===== src/rtl/cmp_search_ctrl.sv =====
// cmp_search_ctrl
// Binary-search initiator for an external magnitude comparator. The probe
// is driven to the comparator X input (target on Y); the one-hot
// less/equal/greater answer narrows a [lo, hi] window until the target is
// found (done/result) or the answers become inconsistent (error).
//
// Ports:
//   clk, rst_n           clock, async active-low reset
//   start                one-cycle search request, ignored while busy
//   probe, probe_valid   probe value to comparator X, high in SEARCH
//   XlessthanY, XequalY, XgreaterthanY   comparator answer for the probe
//   busy                 search in progress
//   done, result         success level and found value
//   error                inconsistent/invalid comparator answer level
//   probe_count          (CMP_SEARCH_STATS_EN only) probes in current/last search
//
// Optional feature macro: CMP_SEARCH_STATS_EN
//
// state  | meaning
// IDLE   | waiting for start after reset
// SEARCH | one probe evaluated per cycle
// DONE   | target found, result valid, accepts start
// ERR    | comparator answer inconsistent, accepts start

module cmp_search_ctrl #(
    parameter int WIDTH = 4
) (
    input  logic             clk,
    input  logic             rst_n,
    input  logic             start,
    output logic [WIDTH-1:0] probe,
    output logic             probe_valid,
    input  logic             XlessthanY,
    input  logic             XequalY,
    input  logic             XgreaterthanY,
    output logic             busy,
    output logic             done,
    output logic [WIDTH-1:0] result,
`ifdef CMP_SEARCH_STATS_EN
    output logic [$clog2(WIDTH+2)-1:0] probe_count,
`endif
    output logic             error
);

    typedef enum logic [1:0] {
        S_IDLE   = 2'd0,
        S_SEARCH = 2'd1,
        S_DONE   = 2'd2,
        S_ERR    = 2'd3
    } state_t;

    localparam logic [WIDTH-1:0] MAX_VAL = {WIDTH{1'b1}};
    localparam logic [WIDTH-1:0] MID0    = MAX_VAL >> 1;

    state_t           r_state, w_state_nxt;
    logic [WIDTH-1:0] r_lo, r_hi, r_probe, r_result;
    logic             w_onehot, w_accept;
    logic [WIDTH-1:0] w_probe_up, w_probe_dn;

    assign w_onehot = ({XlessthanY, XequalY, XgreaterthanY} == 3'b100) ||
                      ({XlessthanY, XequalY, XgreaterthanY} == 3'b010) ||
                      ({XlessthanY, XequalY, XgreaterthanY} == 3'b001);
    assign w_accept = (r_state != S_SEARCH) && start;

    // Midpoints in WIDTH+1 bits so lo+hi never wraps before the halving.
    assign w_probe_up = WIDTH'(({1'b0, r_probe} + (WIDTH+1)'(1) + {1'b0, r_hi}) >> 1);
    assign w_probe_dn = WIDTH'(({1'b0, r_lo} + {1'b0, r_probe} - (WIDTH+1)'(1)) >> 1);

    // State register
    always_ff @(posedge clk or negedge rst_n) begin
        if (!rst_n) begin
            r_state <= S_IDLE;
        end else begin
            r_state <= w_state_nxt;
        end
    end

    // Next-state logic
    always_comb begin
        w_state_nxt = r_state;
        case (r_state)
            S_SEARCH: begin
                if (!w_onehot) begin
                    w_state_nxt = S_ERR;
                end else if (XequalY) begin
                    w_state_nxt = S_DONE;
                end else if (XlessthanY && (r_probe == r_hi)) begin
                    w_state_nxt = S_ERR;
                end else if (XgreaterthanY && (r_probe == r_lo)) begin
                    w_state_nxt = S_ERR;
                end
            end
            default: begin
                if (start) w_state_nxt = S_SEARCH;
            end
        endcase
    end

    // Output decode
    always_comb begin
        busy        = (r_state == S_SEARCH);
        probe_valid = (r_state == S_SEARCH);
        done        = (r_state == S_DONE);
        error       = (r_state == S_ERR);
    end

    // Search window and result datapath
    always_ff @(posedge clk or negedge rst_n) begin
        if (!rst_n) begin
            r_lo     <= '0;
            r_hi     <= '0;
            r_probe  <= '0;
            r_result <= '0;
        end else if (w_accept) begin
            r_lo     <= '0;
            r_hi     <= MAX_VAL;
            r_probe  <= MID0;
            r_result <= '0;
        end else if ((r_state == S_SEARCH) && w_onehot) begin
            if (XequalY) begin
                r_result <= r_probe;
            end else if (XlessthanY && (r_probe != r_hi)) begin
                r_lo    <= r_probe + WIDTH'(1);
                r_probe <= w_probe_up;
            end else if (XgreaterthanY && (r_probe != r_lo)) begin
                r_hi    <= r_probe - WIDTH'(1);
                r_probe <= w_probe_dn;
            end
        end
    end

    assign probe  = r_probe;
    assign result = r_result;

`ifdef CMP_SEARCH_STATS_EN
    logic [$clog2(WIDTH+2)-1:0] r_probe_count;

    always_ff @(posedge clk or negedge rst_n) begin
        if (!rst_n) begin
            r_probe_count <= '0;
        end else if (w_accept) begin
            r_probe_count <= '0;
        end else if (r_state == S_SEARCH) begin
            r_probe_count <= r_probe_count + 1'b1;
        end
    end

    assign probe_count = r_probe_count;
`endif

endmodule


===== config.mk =====
export PLATFORM = sky130hd
export DESIGN_NAME = cmp_search_ctrl
export DESIGN_NICKNAME = d
export VERILOG_FILES = /design/src/rtl/cmp_search_ctrl.sv
export SDC_FILE = /design/constraint.sdc
export NUM_CORES = 1
export LEC_CHECK = 0
export ABC_AREA = 1
export CAP_MARGIN = 20
export CORE_MARGIN = 3
export CORE_UTILIZATION = 35
export CTS_CLUSTER_SIZE = 10
export DETAILED_ROUTE_END_ITERATION = 8
export SYNTH_ARGS = -nofsm -noshare
export SYNTH_HDL_FRONTEND = slang
export SYNTH_SLANG_ARGS = --single-unit

===== constraint.sdc =====
create_clock -name clk -period 2.9 [get_ports clk]
set_clock_uncertainty 0.15 [all_clocks]
set_input_delay 0.435 -clock clk [delete_from_list [all_inputs] [get_ports clk]]
set_output_delay 0.435 -clock clk [all_outputs]
set_load 0.02 [all_outputs]

# Word level (Yosys, flattened, before mapping)
# Cells that the tools add are included.
dict set report classes {
  muxes 23
  add_sub_neg 6
  reduce_logical 19
  n_eq_ne 14
}
# operator count
set ops {}
lappend ops {{$mux W4} 17}
lappend ops {{$mux W2} 6}
lappend ops {{$reduce_bool A2 Y1} 5}
lappend ops {{$eq A4 B4 Y1} 2}
lappend ops {{$ne A4 B4 Y1} 2}
lappend ops {{$logic_and A1 B1 Y1} 6}
lappend ops {{$reduce_and A3 Y1} 2}
lappend ops {{$add A4 B1 Y5 const B} 1}
lappend ops {{$add A4 B4 Y5} 1}
lappend ops {{$add A5 B4 Y5} 1}
lappend ops {{$ne A5 B3 Y1 const B} 1}
lappend ops {{$sub A5 B1 Y5 const B} 1}
lappend ops {{$add A4 B1 Y4 const B} 1}
lappend ops {{$eq A2 B2 Y1 const B} 2}
lappend ops {{$ne A2 B1 Y1 const B} 2}
lappend ops {{$reduce_and A2 Y1} 2}
lappend ops {{$reduce_and A4 Y1} 1}
lappend ops {{$sub A4 B1 Y4 const B} 1}
lappend ops {{$eq A3 B1 Y1 const B} 1}
lappend ops {{$eq A3 B2 Y1 const B} 1}
lappend ops {{$eq A3 B3 Y1 const B} 1}
lappend ops {{$reduce_bool A3 Y1} 1}
lappend ops {{$eq A2 B1 Y1 const B} 1}
lappend ops {{$logic_or A1 B1 Y1} 2}
lappend ops {{$ne A2 B2 Y1 const B} 1}
dict set report word_totals {
  inputBits 6
  output_inout_bits 12
  regBits 18
}

# Logic depth before layout (Yosys ltp)
# Gate-level depths: netlist of the first run.
dict set report depth {
  depth_word 7
  depth_mapped 11
}

# Least setup slack after synthesis of the first run
# Ideal clock, no wire load.
dict set report synth_path {
  path_kind {reg2reg}
  start {register r_probe[1], in the netlist probe[1]}
  end {register r_probe[2], in the netlist probe[2]}
  period_less_slack_ps 2282
  arrival_time_ps 2015
  setup_time_ps 117
  t_required_ps 2633
  slack_ps 618
  stages_incl_launch_ff 12
  path_cell_list {dfrtp_1 inv_1 ha_1 inv_1 ha_1 inv_1 fa_1 xnor2_1 a21oi_1 nand2_1 nand2_1 nand2_1}
}
dict set report synth_between {
  elab_chain_cells 7
}
# element line
set synth_rtl {}
lappend synth_rtl {{start: declaration} 56} ;# logic [WIDTH-1:0] r_lo, r_hi, r_probe, r_result;
lappend synth_rtl {{start signal: assignment} 124} ;# r_probe <= w_probe_up;
lappend synth_rtl {{start signal: assignment} 127} ;# r_probe <= w_probe_dn;
lappend synth_rtl {{$add A4 B4 Y5} 67} ;# assign w_probe_dn = WIDTH'(({1'b0, r_lo} + {1'b0, r_probe} - (WIDTH+1)'(1)) >> 1);
lappend synth_rtl {{$sub A5 B1 Y5} 67}
lappend synth_rtl {{$mux W4} 125} ;# end else if (XgreaterthanY && (r_probe != r_lo)) begin
lappend synth_rtl {{$mux W4} 122} ;# end else if (XlessthanY && (r_probe != r_hi)) begin
lappend synth_rtl {{$mux W4} 120} ;# if (XequalY) begin
lappend synth_rtl {{$mux W4} 119} ;# end else if ((r_state == S_SEARCH) && w_onehot) begin
lappend synth_rtl {{$mux W4} 114} ;# end else if (w_accept) begin
# Several ways; a longest one is shown, not always the timed one. The select of a mux whose other input is x is not followed.
# A chain may end at the register's enable or synchronous reset.

# Final worst setup path of the first run
# Ends and elaborated chain as after synthesis.

==> flow_summary.json, run 1 <==
{
  "maxCapViolCount": 0,
  "grt_use_met3_pct": 1.884,
  "wl_mm": 3.124,
  "power.leakage_nw": 0.8959,
  "setup_viol": 0,
  "fin_crit_sh_pct": 78.65,
  "ir_drop_mv": 0.5043,
  "synth_xor_area_share_pct": 3.084,
  "via_count": 1250,
  "grt_usage_pct": 13.86,
  "clk_path_buf_depth": 2,
  "final_common_cell": "nand2_1",
  "cts_buffers": 3,
  "path_max_fanout": 6,
  "postRouteAntennaNets": 0,
  "max_slew_margin_pct": 79.23,
  "tns_ns": 0,
  "synth_compound_area_share_pct": 5.639,
  "fmax_mhz": 438.4,
  "fillers": 400,
  "avgSynthCellArea_um2": 7.514,
  "design.core.area_um2": 3799,
  "cp-end-kind": "flip-flop",
  "synth.area.mux_share_pct": 0,
  "core.rowCount": 22,
  "antenna_cells": 0,
  "drc": 0,
  "grt_overflow": 0,
  "synth-simple-area-share_pct": 35.86,
  "slew_viol_final": 0,
  "worstPathRequired_ns": 2.91,
  "finalWeightedCongestion": 0.9264,
  "synthToLayoutAreaGrowth_pct": 19.12,
  "io_buffers": 17,
  "clock-sinks": 18,
  "cp-start-kind": "flip-flop",
  "postCtsResizedCells": 0,
  "hold_violations": 0,
  "powerDensity_nw_per_um2": 1235,
  "worstSkewPairLatency_ns": 0.26,
  "postCtsSetupBuffers": 0,
  "grt_pass1_wl_mm": 5.402,
  "antenna_found_initial": 0,
  "fin_nets": 231,
  "crit_arrival_ns": 2.29,
  "status": "complete, no violations",
  "synth_top_family_by_area": "simple AND/OR/NAND/NOR gates",
  "grt_max_degree": 19,
  "totalPowerFinal_mw": 2.089,
  "final_cell_area_um2": 1692,
  "synth_area_leaders": "dfrtp_1 (32%), nand2_1 (13%), ha_1 (11%), nand3_1 (7.8%), inv_1 (7.7%)",
  "dieArea_um2": 4858,
  "ios": 18,
  "cts_tree": "built",
  "min_path_type": "flip-flop to flip-flop",
  "dp_hpwl_mm": 2.562,
  "synth_seq_cells": 18,
  "initial_core_util_pct": 37.38,
  "h-tree-depth": 1,
  "drt_iter0_drc": 63,
  "met2_usage_pct": 21.61,
  "rsz0062_at_grt": "no",
  "path_class": "flip-flop to flip-flop",
  "ctsHoldBuffers": 0,
  "yosys.area_share.adder_pct": 14.27,
  "use_met1_pct": 19.18,
  "path_clk_slew_ns": 0.07,
  "tightest_slew_ns": 0.3116,
  "clockRootBuffer": "clkbuf_8",
  "drt_first_pass_iters": 4,
  "syn_inst": 189,
  "ys_seq_area_share_pct": 31.72,
  "seq_area_um2": 450.4,
  "final_cell_mix": "nand2_1 (50), inv_1 (29), nand3_1 (22)",
  "dieWidth_um": 69.70,
  "synth_cell_type_count": 22,
  "vias_per_cell": 4.864,
  "synth_largest_area_cell": "dfrtp_1",
  "synth_top_area_share_pct": 31.72,
  "grt_pass1_vias": 1202,
  "syn_nets": 210,
  "placed_area_um2": 1637,
  "die_h_um": 69.70,
  "final_core_util_pct": 44.53,
  "wl_per_cell_um": 12.16,
  "ys_warn_count": 0,
  "drive_gt1_share_pct": 9.091,
  "multi_input_area_um2": 835.8,
  "period_needed_ns": 2.281,
  "grt_busiest_layer": "met2",
  "synth_area_um2": 1420
}
-- cells in the mapped netlist, drive strengths merged --
master  instances
a21oi           4
buf             1
clkbuf          1
dfrtp          18
fa              2
ha             13
inv            30
nand2          58
nand3          26
nand3b          4
nand4           2
nor2           12
o21ai          12
or2             1
xnor2           2
xor2            3
-- kinds of logic after synthesis --
kind of cell,count (synthesis)
xor+xnor,5
simple gates,103
buf+inv,32
fa+ha+maj,15
flops,18
compound gates,16
-- metal layers --
layer	up-vias	share of wire (%)
met2	32	45
met5	-	0
met3	5	4.3
met1	571	49
li1	642	-
met4	0	2.1
-- per-stage QoR --
stage	hold WS (ns)	cells	worst slack (ns)
6_report	0.3244	257	0.6192
2_1_floorplan	-0.01059	189	0.6176
4_1_cts	0.3305	257	0.6188
5_1_grt	0.3660	257	0.4975
3_3_place_gp	0.3069	253	0.6862
3_5_place_dp	0.3128	253	0.6340
-- state kept, by name, indices dropped and copies added (netlist names) --
name	count
probe	4
r_hi	4
r_lo	4
result	4
r_state	2
-- layout make-up --
type,count,area share [%]
timing repair buffer,18,10.50
tap,48,3.550
sequential,18,26.63
inverter,30,6.657
clock buffer,4,3.254
multi-input combinational,139,49.41
-- where the power goes --
part	switching, mW	leakage (nW)	internal, mW
combinational	0.836	0.641	0.585
sequential	0.104	0.226	0.355
clock	0.0883	0.0288	0.121
-- final timing paths --
kind / from / endpoint / slack, ns / cells past startpoint
min in group asynchronous: rst_n / r_hi[3] / 0.35 / 2
worst min-delay path: r_hi[0] / r_hi[0] / 0.32 / 2
worst max-delay path: probe[1] / probe[2] / 0.62 / 11
worst max register to register: probe[1] / probe[2] / 0.62 / 11
max in group asynchronous: rst_n / result[1] / 2.05 / 2
worst min register to register: r_hi[0] / r_hi[0] / 0.32 / 2
-- critical path, cell delays in order, from the launching register on --
cell and delay, ns:
dfrtp_1 0.45, inv_1 0.15, ha_1 0.33, inv_1 0.06
ha_1 0.15, inv_1 0.06, fa_1 0.39, xnor2_1 0.13
a21oi_1 0.13, nand2_1 0.06, nand2_1 0.06, nand2_1 0.04
(Power assumes the default switching activity.)
==> inputs of run 2 (changes only) <==
clock period = 1.9 ns   (was 2.9 ns; I/O delays follow)
==> flow_summary.json, run 2 (synthesis gave the netlist of run 1 again) <==
{
  "worstPathRequired_ns": 1.91,
  "setup_ws_ns": -0.02470,
  "antenna_found_initial": 0,
  "path_class": "flip-flop to flip-flop",
  "vias_per_cell": 4.724,
  "grt_overflow": 0,
  "grt_pass1_vias": 1279,
  "clk_path_buf_depth": 2,
  "path_max_fanout": 3,
  "fin_crit_sh_pct": 101.3,
  "grt_max_degree": 19,
  "power.leakage_nw": 1.013,
  "ios": 18,
  "setup_viol": 1,
  "fmax_mhz": 519.6,
  "powerDensity_nw_per_um2": 1978,
  "rsz0062_at_grt": "yes",
  "grt_usage_pct": 15.33,
  "final_common_cell": "nand2_1",
  "design.core.area_um2": 3799,
  "totalPowerFinal_mw": 3.828,
  "core.rowCount": 22,
  "drc": 0,
  "die_h_um": 69.70,
  "clock-sinks": 18,
  "cp-start-kind": "flip-flop",
  "path_clk_slew_ns": 0.07,
  "r2r-end": "probe[2]",
  "max_slew_margin_pct": 83.30,
  "tightest_slew_ns": 0.2505,
  "cts_tree": "built",
  "dieWidth_um": 69.70,
  "tns_ns": -0.02470,
  "postRouteAntennaNets": 0,
  "drt_iter0_drc": 48,
  "cts_buffers": 3,
  "io_buffers": 17,
  "hold_slack_ns": 0.1968,
  "via_count": 1299,
  "r2r_slack_ns": -0.02,
  "wl_mm": 3.635,
  "finalWeightedCongestion": 0.9160,
  "slew_viol_final": 0,
  "maxCapViolCount": 0,
  "dp_hpwl_mm": 2.806,
  "fin_nets": 249,
  "worstSkewPairLatency_ns": 0.26,
  "grt_pass1_wl_mm": 5.982,
  "hold_violations": 0,
  "crit_arrival_ns": 1.93,
  "status": "finished with violations",
  "violations": "setup timing",
  "final_cell_mix": "nand2_1 (50), inv_1 (20), nand3_1 (20)",
  "initial_core_util_pct": 37.38,
  "min_path_type": "input port to asynchronous set/reset pin",
  "worst_r2r_path_depth": 11,
  "cp-end-kind": "flip-flop",
  "r2r-start": "probe[1]",
  "synthToLayoutAreaGrowth_pct": 36.30,
  "antenna_cells": 0,
  "drt_first_pass_iters": 4,
  "drive_gt1_share_pct": 27.31,
  "h-tree-depth": 1,
  "ir_drop_mv": 0.9427,
  "wl_per_cell_um": 13.22,
  "clockRootBuffer": "clkbuf_8",
  "dieArea_um2": 4858,
  "period_needed_ns": 1.925
}
==> run 2: final cells by class <==
class                   count  area [µm²]
inverters                  30       115.1
clock buffers               4       55.05
fillers                   390        1863
flip-flops and latches     18       455.4
repair buffers             36       315.3
multi-input cells         139       934.6
well taps                  48       60.06
==> run 2: worst max-delay path, stage by stage (launching register included) <==
cell and delay [ns]:
dfrtp_2 0.44, inv_4 0.07, ha_4 0.19, inv_2 0.06
ha_4 0.12, inv_2 0.03, fa_2 0.32, xnor2_1 0.13
a21oi_1 0.14, nand2_1 0.07, nand2_1 0.05, nand2_1 0.04
==> run 2: repair_timing <==
action | 4_1_cts | 5_1_grt
gates resized for setup | 2 | 15
pin swaps | 3 | 5
buffers inserted | 0 | 2
hold buffers | 0 | 0
endpoints found under the setup margin | 4 | 14
==> run 2: metrics by stage <==
stage / worst slack [ns] / instance area [µm²] / cells / util, %
global placement: -0.008802 / 1817 / 269 / 47.83
floorplan: -0.08899 / 1480 / 189 / -
detailed placement: -0.04863 / 1817 / 269 / 47.83
global route: -0.07158 / 1936 / 275 / 50.96
finish: -0.02470 / 1936 / 275 / 50.96
CTS: -0.04566 / 1869 / 273 / 49.21
==> run 2: worst max-delay path by stage <==
stage / startpoint / to / slack, ns / depth (start not counted)
3_3_place_gp: probe[1] / probe[2] / -0.009 / 11
6_report: probe[1] / probe[2] / -0.02 / 11
2_1_floorplan: probe[1] / probe[1] / -0.09 / 9
3_5_place_dp: probe[1] / probe[2] / -0.05 / 11
5_1_grt: probe[1] / probe[2] / -0.07 / 11
4_1_cts: probe[1] / probe[2] / -0.05 / 11
==> run 2: routing by layer <==
layer  wire [µm]  vias up  global-route usage (%)
li1            -      680                       -
met1        1796      586                   21.40
met2        1690       31                   25.21
met3         135        2                   3.043
met4          12        0                   1.915
met5           0        -                       0
==> run 2: power breakdown <==
part	switching, mW	leakage [nW]	internal (mW)
Clock	0.141	0.0288	0.185
Sequential	0.127	0.222	0.550
Combinational	1.56	0.763	1.26
Total	1.83	1.01	2.00
==> inputs of run 3 (changes only) <==
clock period = 1.7 ns   (was 1.9 ns; I/O delays follow)
==> flow_summary.json, run 3 (synthesis gave the netlist of run 1 again) <==
{
  "vias_per_cell": 4.752,
  "ctsHoldBuffers": 0,
  "powerDensity_nw_per_um2": 2245,
  "cp-end-kind": "flip-flop",
  "postRouteAntennaNets": 0,
  "dp_hpwl_mm": 2.961,
  "drive_gt1_share_pct": 39.02,
  "io_buffers": 17,
  "wl_mm": 3.793,
  "fin_nets": 268,
  "grt_busiest_layer": "met2",
  "final_common_cell": "nand2_1",
  "h-tree-depth": 1,
  "fin_crit_sh_pct": 112.0,
  "dieWidth_um": 69.70,
  "antenna_cells": 0,
  "min_path_type": "input port to asynchronous set/reset pin",
  "crit_end": "probe[2]",
  "hold_violations": 0,
  "synthToLayoutAreaGrowth_pct": 54.19,
  "tightest_slew_ns": 0.2493,
  "tns_ns": -1.582,
  "grt_use_met3_pct": 2.319,
  "grt_pass1_wl_mm": 6.575,
  "grt_usage_pct": 16.79,
  "grt_max_degree": 19,
  "drt_first_pass_iters": 4,
  "instances_no_fill": 294,
  "ir_drop_mv": 1.012,
  "clk_path_buf_depth": 2,
  "r2r-start": "probe[1]",
  "design.core.area_um2": 3799,
  "initial_core_util_pct": 37.38,
  "cp-start-kind": "flip-flop",
  "fillers": 356,
  "violations": "setup timing",
  "grt_overflow": 0,
  "rsz0062_at_grt": "yes",
  "clockRootBuffer": "clkbuf_8",
  "path_class": "flip-flop to flip-flop",
  "totalPowerFinal_mw": 4.916,
  "fmax_mhz": 525.4,
  "use_met1_pct": 21.77,
  "dp.cells": 278,
  "maxCapViolCount": 0,
  "via_count": 1397,
  "power.leakage_nw": 1.125,
  "status": "finished with violations",
  "dieArea_um2": 4858,
  "worstSkewPairLatency_ns": 0.26,
  "worst_r2r_path_depth": 11,
  "die_h_um": 69.70,
  "drt_iter0_drc": 45,
  "wl_per_cell_um": 12.90,
  "startpoint": "probe[1]",
  "r2r_slack_ns": -0.20,
  "slew_viol_final": 0,
  "path_max_fanout": 2,
  "max_slew_margin_pct": 83.38,
  "antenna_found_initial": 0,
  "path_clk_slew_ns": 0.08,
  "r2r-end": "probe[2]",
  "worstPathRequired_ns": 1.70,
  "crit_arrival_ns": 1.90,
  "hold_slack_ns": 0.1739,
  "grt_pass1_vias": 1430,
  "final_core_util_pct": 57.64,
  "setup_ws_ns": -0.2033,
  "core.rowCount": 22,
  "met2_usage_pct": 28.60,
  "cts_buffers": 3,
  "ios": 18,
  "final_cell_mix": "nand2_1 (43), buf_4 (33), inv_1 (20)",
  "clock-sinks": 18,
  "finalWeightedCongestion": 0.8688,
  "setup_viol": 14,
  "cts_tree": "built",
  "period_needed_ns": 1.903,
  "drc": 0
}
==> run 3: worst max-delay path, stage by stage (launching register included) <==
cell,delay (ns)
dfrtp_2,0.43
inv_4,0.07
ha_4,0.19
inv_2,0.06
ha_4,0.12
inv_2,0.03
fa_2,0.32
xnor2_1,0.13
a21oi_1,0.12
nand2_1,0.07
nand2_1,0.05
nand2_1,0.04
==> run 3: worst min-delay path by stage <==
stage,from,to,cells after the start
2_1_floorplan,rst_n,probe[0],0
3_3_place_gp,r_hi[0],r_hi[0],2
3_5_place_dp,r_lo[1],r_lo[1],2
4_1_cts,rst_n,r_state[1],2
5_1_grt,rst_n,r_hi[2],2
6_report,rst_n,r_state[1],2
==> run 3: report_power, final <==
group | total, mW | internal (mW) | switching [mW] | leakage [nW]
combinational | 3.79 | 1.84 | 1.95 | 0.874
clock | 0.364 | 0.206 | 0.158 | 0.0288
sequential | 0.759 | 0.615 | 0.144 | 0.222
total | 4.92 | 2.66 | 2.25 | 1.12
==> run 3: what timing repair did <==
item	4_1_cts	5_1_grt
pin swaps	22	13
endpoints found under the setup margin	22	15
buffers inserted	7	5
gates cloned	1	0
resized for setup	30	14
==> run 3: metal layers <==
| metal | up-vias | wire [µm] |
|---|---|---|
| met5 | - | 0 |
| met4 | 0 | 68 |
| met3 | 7 | 115 |
| met2 | 19 | 1810 |
| met1 | 651 | 1799 |
| li1 | 720 | - |
==> run 3: final cells by class <==
cell class	instances	area, µm²	share of cell area, %
tap	48	60.06	2.743
multi-input combinational	140	1049	47.89
sequential	18	455.4	20.80
clock buffer	4	55.05	2.514
inverter	30	115.1	5.257
timing repair buffer	54	455.4	20.80
==> run 3: per-stage QoR <==
step | worst slack (ns) | area, µm²
CTS | -0.2064 | 2108
detailed placement | -0.2451 | 1924
global placement | -0.2202 | 1924
global route | -0.2566 | 2190
floorplan | -0.2890 | 1520
finish | -0.2033 | 2190
